--- src/rtl/me_pair_scheduler_pkg.sv ---
`default_nettype none
// ============================================================================
// Module      : me_pair_scheduler_pkg
// Description : Shared constants and state encoding for the match-engine
//               pair scheduler.
// Revision    : 1.0 - initial release
// ============================================================================
package me_pair_scheduler_pkg;

    localparam int c_MEM_SIZE_DEF = 6;
    localparam int c_BX_BITS_DEF  = 3;

    typedef logic [1:0] state_t;

    localparam state_t c_IDLE = 2'd0;
    localparam state_t c_RUN  = 2'd1;
    localparam state_t c_FIN  = 2'd2;

endpackage
`default_nettype wire

--- src/rtl/me_pair_scheduler_pair_counter.sv ---
`default_nettype none
// ============================================================================
// Module      : me_pair_scheduler_pair_counter
// Description : Stall-aware projection-outer / stub-inner index counter with
//               last-pair detect. Exposes the pair to be issued next.
// Revision    : 1.0 - initial release
// ============================================================================
module me_pair_scheduler_pair_counter
    import me_pair_scheduler_pkg::*;
#(
    parameter int MEM_SIZE = c_MEM_SIZE_DEF
)
(
    input  logic                clk,
    input  logic                rst,
    input  logic                i_load,
    input  logic [MEM_SIZE-1:0] i_np,
    input  logic [MEM_SIZE-1:0] i_ns,
    input  logic                i_advance,
    output logic [MEM_SIZE-1:0] o_i,
    output logic [MEM_SIZE-1:0] o_j,
    output logic                o_last
);

    localparam logic [MEM_SIZE-1:0] c_ONE = {{(MEM_SIZE-1){1'b0}}, 1'b1};

    logic [MEM_SIZE-1:0] r_i;
    logic [MEM_SIZE-1:0] r_j;
    logic [MEM_SIZE-1:0] r_np;
    logic [MEM_SIZE-1:0] r_ns;
    logic [MEM_SIZE-1:0] w_i;
    logic [MEM_SIZE-1:0] w_j;
    logic [MEM_SIZE-1:0] w_np;
    logic [MEM_SIZE-1:0] w_ns;
    logic [MEM_SIZE-1:0] w_i_nxt;
    logic [MEM_SIZE-1:0] w_j_nxt;

    // A load makes (0,0) and the new counts visible in the same cycle so the
    // first pair can be issued on the start edge itself.
    always_comb begin
        w_i     = i_load ? '0 : r_i;
        w_j     = i_load ? '0 : r_j;
        w_np    = i_load ? i_np : r_np;
        w_ns    = i_load ? i_ns : r_ns;
        o_last  = (w_i == (w_np - c_ONE)) && (w_j == (w_ns - c_ONE));
        w_i_nxt = w_i;
        w_j_nxt = w_j;
        if (i_advance) begin
            if (w_j == (w_ns - c_ONE)) begin
                w_j_nxt = '0;
                w_i_nxt = w_i + c_ONE;
            end else begin
                w_j_nxt = w_j + c_ONE;
            end
        end
    end

    assign o_i = w_i;
    assign o_j = w_j;

    always_ff @(posedge clk) begin
        if (rst) begin
            r_i  <= '0;
            r_j  <= '0;
            r_np <= '0;
            r_ns <= '0;
        end else begin
            r_i  <= w_i_nxt;
            r_j  <= w_j_nxt;
            r_np <= w_np;
            r_ns <= w_ns;
        end
    end

endmodule
`default_nettype wire

--- src/rtl/me_pair_scheduler.sv ---
`default_nettype none
// ============================================================================
// Module      : me_pair_scheduler
// Description : Per-BX sequencer issuing projection x stub read-address pairs
//               to the match engine VM memories, with stall, overrun and done.
// Revision    : 1.0 - initial release
// ============================================================================
module me_pair_scheduler
    import me_pair_scheduler_pkg::*;
#(
    parameter int MEM_SIZE = c_MEM_SIZE_DEF,
    parameter int BX_BITS  = c_BX_BITS_DEF
)
(
    input  logic                        clk,
    input  logic                        reset,
    input  logic                        start,
    input  logic [MEM_SIZE-1:0]         number_proj,
    input  logic [MEM_SIZE-1:0]         number_stub,
    input  logic                        stall,
    output logic [BX_BITS+MEM_SIZE-1:0] read_add_proj,
    output logic [BX_BITS+MEM_SIZE-1:0] read_add_stub,
    output logic                        pair_valid,
    output logic                        busy,
    output logic                        done,
    output logic                        truncated
);

    localparam logic [BX_BITS-1:0] c_BX_ONE = {{(BX_BITS-1){1'b0}}, 1'b1};

    state_t                      r_state;
    state_t                      w_next_state;
    logic                        w_issue;
    logic                        w_zero;
    logic                        w_last;
    logic [MEM_SIZE-1:0]         w_cnt_i;
    logic [MEM_SIZE-1:0]         w_cnt_j;
    logic [BX_BITS-1:0]          r_bx;
    logic [BX_BITS-1:0]          w_bx_next;
    logic                        w_busy_next;
    logic                        w_done_next;
    logic                        w_trunc_next;
    logic [BX_BITS+MEM_SIZE-1:0] r_add_proj;
    logic [BX_BITS+MEM_SIZE-1:0] r_add_stub;
    logic                        r_pair_valid;
    logic                        r_busy;
    logic                        r_done;
    logic                        r_truncated;

    me_pair_scheduler_pair_counter #(
        .MEM_SIZE (MEM_SIZE)
    ) u_pair_counter (
        .clk       (clk),
        .rst       (reset),
        .i_load    (start),
        .i_np      (number_proj),
        .i_ns      (number_stub),
        .i_advance (w_issue),
        .o_i       (w_cnt_i),
        .o_j       (w_cnt_j),
        .o_last    (w_last)
    );

    always_ff @(posedge clk) begin
        if (reset) begin
            r_state <= c_IDLE;
        end else begin
            r_state <= w_next_state;
        end
    end

    // start overrides every state; the start edge itself issues pair (0,0).
    always_comb begin
        w_zero       = (number_proj == '0) || (number_stub == '0);
        w_next_state = r_state;
        w_issue      = 1'b0;
        if (start) begin
            w_issue      = !w_zero;
            w_next_state = (w_zero || w_last) ? c_FIN : c_RUN;
        end else begin
            case (r_state)
                c_RUN: begin
                    if (!stall) begin
                        w_issue = 1'b1;
                        if (w_last) begin
                            w_next_state = c_FIN;
                        end
                    end
                end
                c_FIN:   w_next_state = c_IDLE;
                default: w_next_state = c_IDLE;
            endcase
        end
    end

    // busy also covers the edge that issues the last pair, while the state
    // itself has already moved to FIN.
    always_comb begin
        w_busy_next  = (w_next_state == c_RUN) || w_issue;
        w_done_next  = (r_state == c_FIN);
        w_trunc_next = start && (r_state == c_RUN);
        w_bx_next    = start ? (r_bx + c_BX_ONE) : r_bx;
    end

    always_ff @(posedge clk) begin
        if (reset) begin
            r_bx         <= '1;
            r_add_proj   <= '0;
            r_add_stub   <= '0;
            r_pair_valid <= 1'b0;
            r_busy       <= 1'b0;
            r_done       <= 1'b0;
            r_truncated  <= 1'b0;
        end else begin
            r_bx         <= w_bx_next;
            r_pair_valid <= w_issue;
            r_busy       <= w_busy_next;
            r_done       <= w_done_next;
            r_truncated  <= w_trunc_next;
            if (w_issue) begin
                r_add_proj <= {w_bx_next, w_cnt_i};
                r_add_stub <= {w_bx_next, w_cnt_j};
            end
        end
    end

    assign read_add_proj = r_add_proj;
    assign read_add_stub = r_add_stub;
    assign pair_valid    = r_pair_valid;
    assign busy          = r_busy;
    assign done          = r_done;
    assign truncated     = r_truncated;

endmodule
`default_nettype wire

--- config.mk ---
export PLATFORM = sky130hd
export DESIGN_NAME = me_pair_scheduler
export DESIGN_NICKNAME = d
export VERILOG_FILES = /design/src/rtl/me_pair_scheduler_pkg.sv /design/src/rtl/me_pair_scheduler_pair_counter.sv /design/src/rtl/me_pair_scheduler.sv
export SDC_FILE = /design/constraint.sdc
export NUM_CORES = 1
export LEC_CHECK = 0
export BUFFER_PORTS_ARGS = -buffer_cell sky130_fd_sc_hd__buf_2
export CAP_MARGIN = 20
export CORE_MARGIN = 2
export CORE_UTILIZATION = 60
export CTS_CLUSTER_SIZE = 8
export DETAILED_ROUTE_END_ITERATION = 8
export PLACE_DENSITY = 0.86
export SYNTH_ARGS = -nofsm -noshare
export SYNTH_HDL_FRONTEND = slang
export SYNTH_SLANG_ARGS = --single-unit
--- constraint.sdc ---
create_clock -name clk -period 5.73 [get_ports clk]
set_input_delay 0.573 -clock clk [delete_from_list [all_inputs] [get_ports clk]]
set_output_delay 0.573 -clock clk [all_outputs]
set_load 0.03 [all_outputs]
# After elaboration in Yosys (flattened, before gate mapping)
# Index checks and enable logic that the tools add are counted.
[word_totals]
register_bits = 51
in_bits = 16
output_inout_bits = 22
wordCells = 47
[classes]
add_sub_neg = 5
n_eq_ne = 5
mux = 17
n_reduce_logical = 8
[op_table]
columns = ["cell", "n"]
rows = [
  ["6-bit 2-to-1 mux", 8],
  ["6-bit by 1-bit adder with 6-bit output, second input constant", 2],
  ["6-bit == test", 2],
  ["6-bit zero test", 2],
  ["6-bit by 1-bit subtractor with 6-bit output, second input constant", 2],
  ["2-bit 2-to-1 mux", 5],
  ["2-bit by 1-bit == test with 1-bit output, second input constant", 2],
  ["3-bit by 1-bit adder with 3-bit output, second input constant", 1],
  ["1-bit logical OR", 3],
  ["1-bit 2-to-1 mux", 3],
  ["3-bit 2-to-1 mux", 1],
  ["2-bit == test, second input constant", 1],
  ["1-bit logical AND", 2],
  ["1-bit zero test", 1],
]

# Depth between registers and ports, before layout
# Gate-level depths: netlist of the first run.
[depth]
depth_word = 10
ltp_mapped = 12
mapped_depth_nobuf = 8

# Hierarchy
# A second synthesis of the first run with hierarchy kept.
[unflattened]
cells_unflattened = 296
hier_area_um2 = 2620.0
[modules_own_cells]
columns = ["module", "n_inst", "cells_each", "area_each_um2"]
rows = [
  ["me_pair_scheduler_pair_counter", 1, 184, 1576.5],
  ["me_pair_scheduler", 1, 112, 1043.5],
]

# Least setup slack after synthesis of the first run
# Ideal clock, no wire load.
[synth_timing]
kind = "in2reg"
startpoint = "input start"
endpoint = "register u_pair_counter.r_i[2]"
setup_ns = 0.071
t_arrival_ns = 3.067
slack_ns = 2.593
cell_stages = 12
n_path_buf = 4
cell_sequence = "buf_4 > buf_2 > buf_2 > buf_2 > mux2i_1 > ha_1 > xnor2_1 > o31ai_1 > o31a_1 > o2111ai_1 > or3_1 > a21oi_1"
[synth_via]
elab_chain_len = 5
elab_cells_between_ends = 9
classes_between = "add/sub (2); eq/ne (1); mux (6)"
[synth_rtl]
columns = ["item", "line", "text"]
rows = [
  ["start: declaration", "me_pair_scheduler.sv:17", "input logic start,"],
  ["6-bit 2-to-1 mux", "me_pair_scheduler_pair_counter.sv:44", "w_ns = i_load ? i_ns : r_ns;"],
  ["6-bit by 1-bit subtractor with 6-bit output", "me_pair_scheduler_pair_counter.sv:49", "if (w_j == (w_ns - c_ONE)) begin"],
  ["6-bit == test", "me_pair_scheduler_pair_counter.sv:49", ""],
  ["6-bit 2-to-1 mux", "me_pair_scheduler_pair_counter.sv:49", ""],
  ["6-bit 2-to-1 mux *", "me_pair_scheduler_pair_counter.sv:48", "if (i_advance) begin"],
  ["end signal: assignment", "me_pair_scheduler_pair_counter.sv:68", "r_i <= w_i_nxt;"],
  ["end: declaration", "me_pair_scheduler_pair_counter.sv:27", "logic [MEM_SIZE-1:0] r_i;"],
]
# Mark *: on every way between the ends. The rest lies on a longest branch, timed or not.
# A chain may end at the register's enable or synchronous reset.

# Worst setup path in the final report of the first run
# Same ends and word-level chain as after synthesis.

==> reports/qor.csv, run 1 <==
stage,metric,value,unit
drt,Iter 0 DRT Violations,193,
setup_path,Worst path max stage delay,680,ps
pwr,internal power,0.521,mW
place,IO buf count,37,
global_route,largest net degree at the start of global routing,48,
logic_synthesis,syn_nets,296,
floorplan,Rows,22,
setup_path,crit path max fanout,47,
floorplan,Die X-Extent,67.2,um
drt,Routed WL per cell,15.4,um
final_layout,layout cells sized above 1,16.6,%
cts,clk slew on worst S/H paths,100,ps
drt,drt drc,0,
sta,Final Hold Viols,0,
logic_synthesis,largest area contributor in the netlist,dfxtp_1,
setup_path,flop2flop setup slack,2860,ps
cts,H-tree Lvls,2,
drt,TritonRoute pass-1 iters,6,
logic_synthesis,"Cell Area, Synth",2400,sq um
setup_path,critical path startpoint,start,
sta,minimum clock period,3190,ps
drt,Avg Vias per Cell,6.14,
pwr,combinational power share,15.6,%
final_layout,Filler Cell Count,297,
setup_path,"delay-heaviest family, CP",compound AO/OA/AOI/OAI gates,
cts,CTS max path bufs,2,
drt,vias,2150,
logic_synthesis,async set-or-reset flop fraction in the synthesized netlist,0,%
floorplan,area of the die,4520,sq um
sta,final setup violating endpoints,0,
global_route,vias in the first global route,2019,
status,status,finished clean,
pwr,Switch Pwr,0.200,mW
logic_synthesis,Post-synth EDFFs,0,
cts,CTS Hold Bufs,0,
pwr,clock network power share,34.9,%
cts,CTS root buf,clkbuf_8,
pwr,Reg power frac,49.5,%
global_route,GRT Total Usage,26.0,%
floorplan,Core ar.,3740,sq um
sta,pin slew with the least headroom to its limit,989,ps
logic_synthesis,Area contributors post-synth,"dfxtp_1 (40%), mux2i_1 (6.3%), nor2_1 (6.1%)",
logic_synthesis,Cells after Synth,275,
setup_path,CP Buf/Inv Count,1,
cts,# Post-CTS Setup Buffers,0,
sta,Highest Clock Rate,0.313,GHz
logic_synthesis,Yosys reg bits,48,
sta,part of the cycle the worst path needs,55.7,%
pwr,Power Density,270,nW/um^2
final_layout,nets,322,
floorplan,die height,67.2,um
setup_path,Worst Setup End Kind,register,
cts,post-CTS sizing,0,
global_route,first-pass GRT wire length,8940,um
logic_synthesis,sequential share of the synthesized area,40.0,%
setup_path,cell depth of the worst setup path,9,
final_layout,Layout Area Growth over Synthesis,11.3,%
cts,clock sink count,48,
setup_path,Worst R2R Path Depth,5,
sta,Fin Clk Skew,11.5,ps
drt,overall routed net length,5390,um
pwr,sw frac,27.8,%
floorplan,num ports,38,
sta,Final Slew Violations,0,
setup_path,Worst Path Arrival,3420,ps
cts,CTS tree,yes,
setup_path,RR Endpoint,u_pair_counter.r_j[4]$_SDFF_PP0_,
pwr,Leakage,1.13,nW
setup_path,critical path's slowest cell,buf_2,
logic_synthesis,top-area cell type share of the netlist area,40.0,%
setup_path,worst path required time,5960,ps
cts,clk_lat worst skew,310,ps
pwr,Worst IR Drop VDD,0.248,mV
setup_path,Crit Path Category,in -> reg,
logic_synthesis,YS warnings,0,
place,Final GP Congestion,0.878,
sta,Rel. slew slack,33.8,%
job,maxcap violations,0,
pwr,Tot Pwr,0.721,mW
setup_path,end of the critical path,u_pair_counter.r_i[2]$_SDFF_PP0_,
logic_synthesis,synth unique cells,48,
setup_path,worst r2r src,r_state[0]$_SDFF_PP0_,
drt,"antenna viol nets, final",0,
cts,Inserted Clock Buffers,5,
sta,sum of negative setup slack,0,ps
final_layout,"Core Util, Final",71.4,%
logic_synthesis,Syn Area/Cell,8.73,sq um
global_route,grt total ovfl,0,
logic_synthesis,top_reg_cell synth,dfxtp_1,
worst_hold_path,path type of the worst min-delay path,reg -> reg,
place,dpl hpwl,3720,um
setup_path,CP Launch Type,primary input,
global_route,initial antenna violation count,0,
sta,RSZ-0062 raised after global routing,false,
floorplan,Initial Utilization,64.1,%
final_layout,n_diodes,0,
setup_path,CP Cell Sequence,buf_2 -> mux2i_1 -> ha_1 -> xnor2_1 -> o31ai_1 -> o31a_1 -> o2111ai_1 -> or3_1 -> a21oi_1,
-- flip-flops by register name, indices dropped and copies added (netlist names) --
name                 flops
busy                     1
done                     1
pair_valid               1
r_bx                     3
r_state                  2
read_add_proj            9
read_add_stub            6
truncated                1
u_pair_counter.r_i       6
u_pair_counter.r_j       6
u_pair_counter.r_np      6
u_pair_counter.r_ns      6
-- power groups by stage --
stage          Combinational [mW]  Clock, mW  Sequential (mW)
2_1_floorplan              0.0810          0            0.370
3_3_place_gp                0.107          0            0.364
3_5_place_dp                0.111          0            0.365
4_1_cts                     0.112      0.255            0.357
5_1_grt                     0.124      0.271            0.359
6_report                    0.113      0.252            0.357
-- worst min-delay path by stage --
stage | from | end | slack (ps) | depth (start not counted)
3_3_place_gp | r_state[0]$_SDFF_PP0_ | done$_SDFF_PP0_ | 430 | 1
3_5_place_dp | r_state[0]$_SDFF_PP0_ | done$_SDFF_PP0_ | 440 | 1
5_1_grt | r_state[0]$_SDFF_PP0_ | done$_SDFF_PP0_ | 490 | 1
4_1_cts | r_state[0]$_SDFF_PP0_ | done$_SDFF_PP0_ | 470 | 1
6_report | r_state[0]$_SDFF_PP0_ | done$_SDFF_PP0_ | 480 | 1
2_1_floorplan | r_state[0]$_SDFF_PP0_ | done$_SDFF_PP0_ | 400 | 1
-- layer usage --
layer / share of wire, % / track usage, %
met1: 42 / 31.7
met2: 51 / 43.2
met3: 5.3 / 7.33
met4: 1.7 / 10.5
met5: 0 / 0
-- worst reg2reg max path, stage by stage, from the launching register on --
cell and delay [ps]:
dfxtp_1 360, or3b_1 500, nor2_1 700, a31oi_2 370, or4_1 640, a311oi_1 210
-- area by class of cell --
class                      count  area (sq um)  share of cell area [%]
clock inverter                 3          47.5                    1.78
sequential                    48           961                    36.0
inverter                       4          15.0                   0.562
clock buffer                   5          68.8                    2.58
multi-input combinational    205          1330                    49.9
tap                           48          60.1                    2.25
timing repair buffer          37           185                    6.93
-- layout by cell type (no fill, tap or decap), types with 2 or more instances in the layout --
master and instances:
o31ai_1 3, ha_1 5, o21ai_0 6, nor2_1 39, nor3_1 7, xor2_1 9, and3_1 4, dfxtp_1 48
or3_1 5, nand4_1 3, a21oi_1 10, nor2b_1 7, a22oi_1 12, a311oi_1 3, nand2_1 20, and2_1 2
inv_1 4, clkbuf_8 5, clkinv_4 2, or4_1 4, buf_2 37, nand3b_1 2, xnor2_1 10, a32oi_1 2
nand3_1 11, o211ai_1 4, mux2i_1 15, nor4_1 2
-- synth_stat cells (2+ instances only) --
library cell  number
and3_1             4
a311oi_1           3
a21oi_1           10
ha_1               5
o21ai_0            6
xnor2_1           10
nor2b_1            7
o31ai_1            3
nand4_1            3
dfxtp_1           48
or3_1              5
mux2i_1           15
nand3b_1           2
and2_1             2
xor2_1             9
clkbuf_1           8
nor4_1             2
inv_1              4
a22oi_1           12
nor3_1             7
o211ai_1           4
a32oi_1            2
buf_4              4
nor2_1            39
nand3_1           11
or4_1              4
buf_2              6
nand2_1           20
-- cell families (layout without fill, tap and decap cells) --
kind of cell	Yosys count	count (layout)	synth area share, %
simple gates	112	112	23.1
compound gates	53	53	16.1
flops	48	48	40.0
buf+inv	22	49	4.38
xor+xnor	19	19	6.93
mux	16	16	6.88
fa+ha+maj	5	5	2.61
-- through the flow --
step,cells,hold WS [ps],instance area [sq um],worst slack [ps]
detailed placement,342,437,2550,2290
finish,350,480,2670,2540
global placement,342,435,2550,2410
floorplan,275,403,2400,2590
CTS,350,465,2670,2570
global route,350,487,2670,2410
(Power assumes the default switching activity.)
==> run 2: changes to the inputs <==
- ABC_AREA: not set -> 1
- CORE_UTILIZATION: 60 -> 51
- PLACE_DENSITY: 0.86 -> 0.77
- clock period: 5.73 -> 2.9 ns (I/O delays scaled with it)
==> run 2 against run 1 <==
Effect of this change:
- non-clock buffer count grew 2
- sequential power increased by 96%
- cell area rose by 8.3%
- power rose by 100%
- largest cell class unchanged
==> reports/qor.csv, run 2 <==
stage,metric,value,unit
status,status,finished clean,
logic_synthesis,Yosys reg bits,48,
sta,final setup violating endpoints,0,
logic_synthesis,Synth Area in Adders,2.40,%
global_route,largest net degree at the start of global routing,37,
floorplan,num ports,38,
logic_synthesis,YS warnings,0,
place,dpl hpwl,4310,um
pwr,Tot Pwr,1.44,mW
final_layout,n_diodes,0,
setup_path,Most common cell on crit path,nand2_1,
global_route,GRT Total Usage,21.9,%
drt,Met1 Wirelength,2550,um
final_layout,most frequent cells in the layout,"nand2_1 (152), inv_1 (50), dfxtp_1 (48)",
global_route,grt total ovfl,0,
cts,CTS tree,yes,
setup_path,worst path required time,3120,ps
sta,Final Hold Viols,0,
pwr,sw frac,29.2,%
logic_synthesis,sequential share of the synthesized area,36.9,%
global_route,initial antenna violation count,0,
floorplan,area of the die,5690,sq um
setup_path,Worst Path Arrival,2380,ps
cts,CTS Hold Bufs,0,
sta,pin slew with the least headroom to its limit,644,ps
setup_path,crit path max fanout,19,
sta,RSZ-0062 raised after global routing,false,
logic_synthesis,Syn Area/Cell,6.33,sq um
pwr,Power Density,498,nW/um^2
floorplan,die height,75.4,um
drt,vias,2492,
logic_synthesis,Cells after Synth,411,
floorplan,Initial Utilization,54.0,%
final_layout,max reg flops,9,
floorplan,Core ar.,4820,sq um
global_route,first-pass GRT wire length,9400,um
setup_path,critical path's slowest cell,buf_4,
cts,clk_lat worst skew,320,ps
logic_synthesis,cell with the most instances after synthesis,nand2_1,
setup_path,Worst path max stage delay,280,ps
sta,part of the cycle the worst path needs,74.6,%
place,Final GP Congestion,0.944,
sta,Fin Clk Skew,12.1,ps
logic_synthesis,"Cell Area, Synth",2600,sq um
drt,Routed WL per cell,11.4,um
cts,clk slew on worst S/H paths,90,ps
final_layout,Filler Cell Count,502,
logic_synthesis,mux share of post-synthesis cell area,0,%
job,maxcap violations,0,
pwr,Switch Pwr,0.420,mW
logic_synthesis,syn_nets,432,
drt,drt drc,0,
pwr,combinational power share,16.7,%
sta,Rel. slew slack,57.1,%
sta,Highest Clock Rate,0.462,GHz
setup_path,CP Cell Sequence,buf_2 -> buf_4 -> nand2_1 -> nand2_2 -> ha_1 -> nand2_1 -> nand3_1 -> nor2_1 -> nand2_1 -> nor2_1 -> nand2_1 -> nor2_4 -> nand2_1 -> nand2_1 -> a21oi_1 -> nand2_1 -> nand2_1,
cts,clock sink count,48,
drt,DR WL met3,282,um
logic_synthesis,top-area cell type share of the netlist area,36.9,%
cts,# Post-CTS Setup Buffers,0,
floorplan,Rows,25,
sta,minimum clock period,2160,ps
drt,overall routed net length,5800,um
final_layout,Layout Area Growth over Synthesis,11.2,%
pwr,internal power,1.02,mW
sta,Final Slew Violations,0,
worst_hold_path,path type of the worst min-delay path,in -> reg,
setup_path,CP Buf/Inv Count,2,
setup_path,Worst Setup End Kind,register,
logic_synthesis,Synth Area in Simple Gates,38.1,%
drt,"antenna viol nets, final",0,
final_layout,Reg area,961,sq um
floorplan,Die X-Extent,75.4,um
logic_synthesis,synth unique cells,25,
final_layout,area taken by multi-input logic gates,1320,sq um
cts,H-tree Lvls,2,
setup_path,CP Launch Type,primary input,
drt,met2 WL post-DR,2850,um
pwr,clock network power share,34.8,%
logic_synthesis,main combinational cell family by area after synthesis,simple AND/OR/NAND/NOR gates,
drt,top sig layer,met4,
global_route,vias in the first global route,2153,
drt,Avg Vias per Cell,4.90,
cts,post-CTS sizing,0,
pwr,Reg power frac,48.5,%
logic_synthesis,top_reg_cell synth,dfxtp_1,
cts,Inserted Clock Buffers,5,
logic_synthesis,Synth Area in Compound Gates,8.37,%
logic_synthesis,Area contributors post-synth,"dfxtp_1 (37%), nand2_1 (22%), inv_1 (7.2%)",
drt,TritonRoute pass-1 iters,4,
drt,Iter 0 DRT Violations,94,
pwr,Worst IR Drop VDD,0.432,mV
setup_path,"delay-heaviest family, CP",simple AND/OR/NAND/NOR gates,
logic_synthesis,Post-synth EDFFs,0,
pwr,Leakage,1.50,nW
logic_synthesis,Post-synth top cells,"nand2_1 (152), inv_1 (50), dfxtp_1 (48)",
logic_synthesis,largest area contributor in the netlist,dfxtp_1,
logic_synthesis,async set-or-reset flop fraction in the synthesized netlist,0,%
place,IO buf count,37,
final_layout,nets,462,
logic_synthesis,Post-Synth XOR/XNOR Area,2.02,%
final_layout,"most common cell after layout, fill and taps aside",nand2_1,
final_layout,layout cells sized above 1,15.2,%
setup_path,Crit Path Category,in -> reg,
cts,CTS max path bufs,2,
cts,CTS root buf,clkbuf_8,
sta,sum of negative setup slack,0,ps
==> run 2: stage by stage <==
step | setup slack [ps] | hold WS (ps) | util (%) | instances | cell area (sq um)
after floorplan | 982 | 398 | - | 411 | 2600
after global placement | 541 | 408 | 57.7 | 501 | 2780
after detailed placement | 417 | 411 | 57.7 | 501 | 2780
after CTS | 751 | 293 | 60.1 | 509 | 2890
after global routing | 516 | 313 | 60.1 | 509 | 2890
final | 737 | 285 | 60.1 | 509 | 2890
==> run 2: metal layers <==
metal  GRT usage (%)  vias to the layer above
met4            7.41                        0
met2            38.1                       54
met5               0                        -
met1            26.7                     1100
li1                -                     1328
met3            4.76                       10
==> run 2: final timing paths <==
kind | endpoint | slack (ps) | depth (start not counted) | startpoint
max | busy$_SDFF_PP0_ | 740 | 17 | start
max reg2reg | busy$_SDFF_PP0_ | 850 | 17 | u_pair_counter.r_ns[1]$_SDFF_PP0_
min reg2reg | done$_SDFF_PP0_ | 430 | 1 | r_state[0]$_SDFF_PP0_
min | u_pair_counter.r_np[5]$_SDFF_PP0_ | 290 | 3 | number_proj[5]
==> run 2: power by group through the flow <==
stage / combinational (mW) / clock, mW / sequential [mW]
floorplan: 0.179 / 0 / 0.727
global placement: 0.234 / 0 / 0.713
detailed placement: 0.239 / 0 / 0.714
CTS: 0.241 / 0.512 / 0.699
global route: 0.271 / 0.544 / 0.702
finish: 0.240 / 0.501 / 0.699
==> run 2: cell families (layout without fill, tap and decap cells) <==
kind of cell | count (synthesis) | in the layout
and+or+nand+nor | 238 | 238
DFF | 48 | 48
adders and majority gates | 5 | 5
buffers and inverters | 72 | 103
AOI/OAI and AO/OA | 42 | 42
xor gates and xnor gates | 6 | 6
==> run 2: cell type report <==
cell class | count | share of cell area, %
well taps | 67 | 2.90
flip-flops and latches | 48 | 33.2
multi-input cells | 291 | 45.7
clock buffers | 5 | 2.38
repair buffers | 39 | 6.92
clock inverters | 3 | 1.60
inverters | 56 | 7.26
==> run 2: tightest hold or removal path: cells and delay by family <==
family | cells | cell delay [ps]
AND/OR/NAND/NOR | 2 | 160
buffers and inverters | 1 | 90
==> run 3: changes to the inputs <==
- ABC_AREA: 1 -> 0
- CORE_UTILIZATION: 51 -> 56
- PLACE_DENSITY: 0.77 -> 0.81
- clock period: 2.9 -> 2 ns (I/O delays scaled with it)
==> run 3 against run 2 <==
Effect of this change:
- power rose by 53%
- highest routed layer unchanged
- the flow now finishes with violations (setup timing)
- worst setup slack got worse by 970 ps
- critical path depth fell by 10
- final cell count fell by 22%
- die area fell by 15%
- routed wire length rose by 15%
- largest cell class unchanged
- clock power rose by 51%
- first-iteration DRC count rose to 2.5 times the previous value
- non-clock buffer count rose by 44
- worst hold slack got worse by 110 ps
- cell area rose by 7.1%
==> reports/qor.csv, run 3 (synthesized netlist as in run 1, its figures left out) <==
stage,metric,value,unit
status,status,"finished, violations left",
status,failing checks,setup timing,
worst_hold_path,path type of the worst min-delay path,in -> reg,
cts,CTS Hold Bufs,0,
floorplan,area of the die,4820,sq um
job,maxcap violations,0,
cts,CTS root buf,clkbuf_8,
final_layout,max reg flops,9,
place,IO buf count,37,
drt,"antenna viol nets, final",0,
drt,TritonRoute pass-1 iters,6,
setup_path,Worst Path Arrival,2450,ps
floorplan,Initial Utilization,59.1,%
cts,CTS max path bufs,2,
floorplan,Die X-Extent,69.5,um
global_route,first-pass GRT wire length,10400,um
sta,setup ws final,-229,ps
global_route,largest net degree at the start of global routing,35,
sta,Final Hold Viols,0,
global_route,vias in the first global route,2283,
drt,drt drc,0,
place,dpl hpwl,4270,um
global_route,grt total ovfl,0,
setup_path,CP Launch Type,register,
sta,hold_ws,179,ps
cts,H-tree Lvls,2,
pwr,Power Density,711,nW/um^2
sta,Final Slew Violations,0,
pwr,Switch Pwr,0.612,mW
sta,minimum clock period,2230,ps
sta,Fin Clk Skew,4.81,ps
pwr,Worst IR Drop VDD,0.506,mV
floorplan,Core ar.,4060,sq um
setup_path,worst path required time,2220,ps
sta,part of the cycle the worst path needs,111,%
final_layout,nets,368,
pwr,combinational power share,19.4,%
place,dpl cells,384,
drt,Routed WL per cell,16.8,um
final_layout,"most common cell after layout, fill and taps aside",dfxtp_1,
setup_path,crit path max fanout,4,
final_layout,layout cells sized above 1,31.9,%
pwr,Leakage,1.37,nW
drt,Iter 0 DRT Violations,235,
setup_path,Worst Setup End Kind,register,
place,Final GP Congestion,0.917,
final_layout,most frequent cells in the layout,"dfxtp_1 (46), buf_4 (44), nor2_1 (39)",
setup_path,Crit Path Category,reg -> reg,
drt,vias,2435,
floorplan,Rows,23,
cts,CTS tree,yes,
pwr,Reg power frac,46.4,%
sta,sum of negative setup slack,-1680,ps
pwr,sw frac,27.8,%
drt,overall routed net length,6690,um
global_route,initial antenna violation count,0,
cts,clock sink count,48,
sta,RSZ-0062 raised after global routing,true,
drt,Avg Vias per Cell,6.12,
global_route,GRT Total Usage,26.3,%
sta,Rel. slew slack,59.1,%
pwr,clock network power share,34.2,%
floorplan,num ports,38,
final_layout,Non-Filler Instances,398,
cts,Inserted Clock Buffers,5,
final_layout,n_diodes,0,
cts,clk slew on worst S/H paths,90,ps
sta,Highest Clock Rate,0.449,GHz
sta,pin slew with the least headroom to its limit,614,ps
floorplan,die height,69.5,um
final_layout,Layout Area Growth over Synthesis,29.2,%
sta,final setup violating endpoints,13,
cts,clk_lat worst skew,310,ps
pwr,internal power,1.59,mW
-- run 3: cell types whose count changed in the layout (fill, tap and decap cells not counted), moves of 5 or more --
cell	previous run	this run
nor2b_1	0	7
mux2i_1	0	13
nand2_1	152	19
o21ai_0	11	5
a22oi_1	0	12
buf_4	2	44
nand3_1	26	9
inv_2	6	0
inv_1	50	4
a21oi_1	26	10
or3_1	0	5
xnor2_1	1	9
-- run 3: layout make-up --
class,count,area [sq um]
multi-input combinational,205,1400
sequential,48,963
fill,287,957
timing repair buffer,83,538
clock buffer,6,82.6
tap,50,62.6
clock inverter,2,38.8
inverter,4,15.0
-- run 3: layer usage --
| metal | up-vias | part of all wire [%] | track usage (%) |
|---|---|---|---|
| li1 | 1129 | - | - |
| met1 | 1156 | 40 | 31.2 |
| met2 | 116 | 50 | 45.4 |
| met3 | 34 | 5.8 | 5.96 |
| met4 | 0 | 4.1 | 11.3 |
| met5 | - | 0 | 0 |
-- run 3: metrics by stage --
step,instance area [sq um],worst slack (ps),util (%),total power [mW]
2_1_floorplan,2440,-437,-,1.30
3_3_place_gp,2860,-252,70.6,1.41
3_5_place_dp,2860,-361,70.6,1.43
4_1_cts,3010,-144,74.2,2.18
5_1_grt,3100,-325,76.4,2.28
6_report,3100,-229,76.4,2.20
-- run 3: power by group through the flow --
stage / clock (mW) / combinational, mW / sequential [mW]
3_3_place_gp: 0 / 0.375 / 1.04
3_5_place_dp: 0 / 0.386 / 1.04
4_1_cts: 0.763 / 0.399 / 1.02
5_1_grt: 0.798 / 0.459 / 1.03
2_1_floorplan: 0 / 0.241 / 1.06
6_report: 0.755 / 0.427 / 1.02
-- run 3: what timing repair did --
action	CTS	global route
resized for setup	1	16
endpoints found under the setup margin	12	14
pin swaps	1	4
buffers inserted	3	3
-- run 3: worst paths after layout --
kind,start,endpoint,slack (ps),depth (start not counted)
min reg2reg,r_state[0]$_SDFF_PP0_,done$_SDFF_PP0_,460,1
max,u_pair_counter.r_ns[1]$_SDFF_PP0_,u_pair_counter.r_j[3]$_SDFF_PP0_,-230,7
max reg2reg,u_pair_counter.r_ns[1]$_SDFF_PP0_,u_pair_counter.r_j[3]$_SDFF_PP0_,-230,7
min,number_proj[5],u_pair_counter.r_np[5]$_SDFF_PP0_,180,3
-- run 3: critical path: stages (launching register included) --
cell and delay (ps):
dfxtp_2 340, mux2i_2 200, ha_1 260, nor3_1 90, o31a_1 360, o211a_4 180
or4_4 520, a311oi_2 210
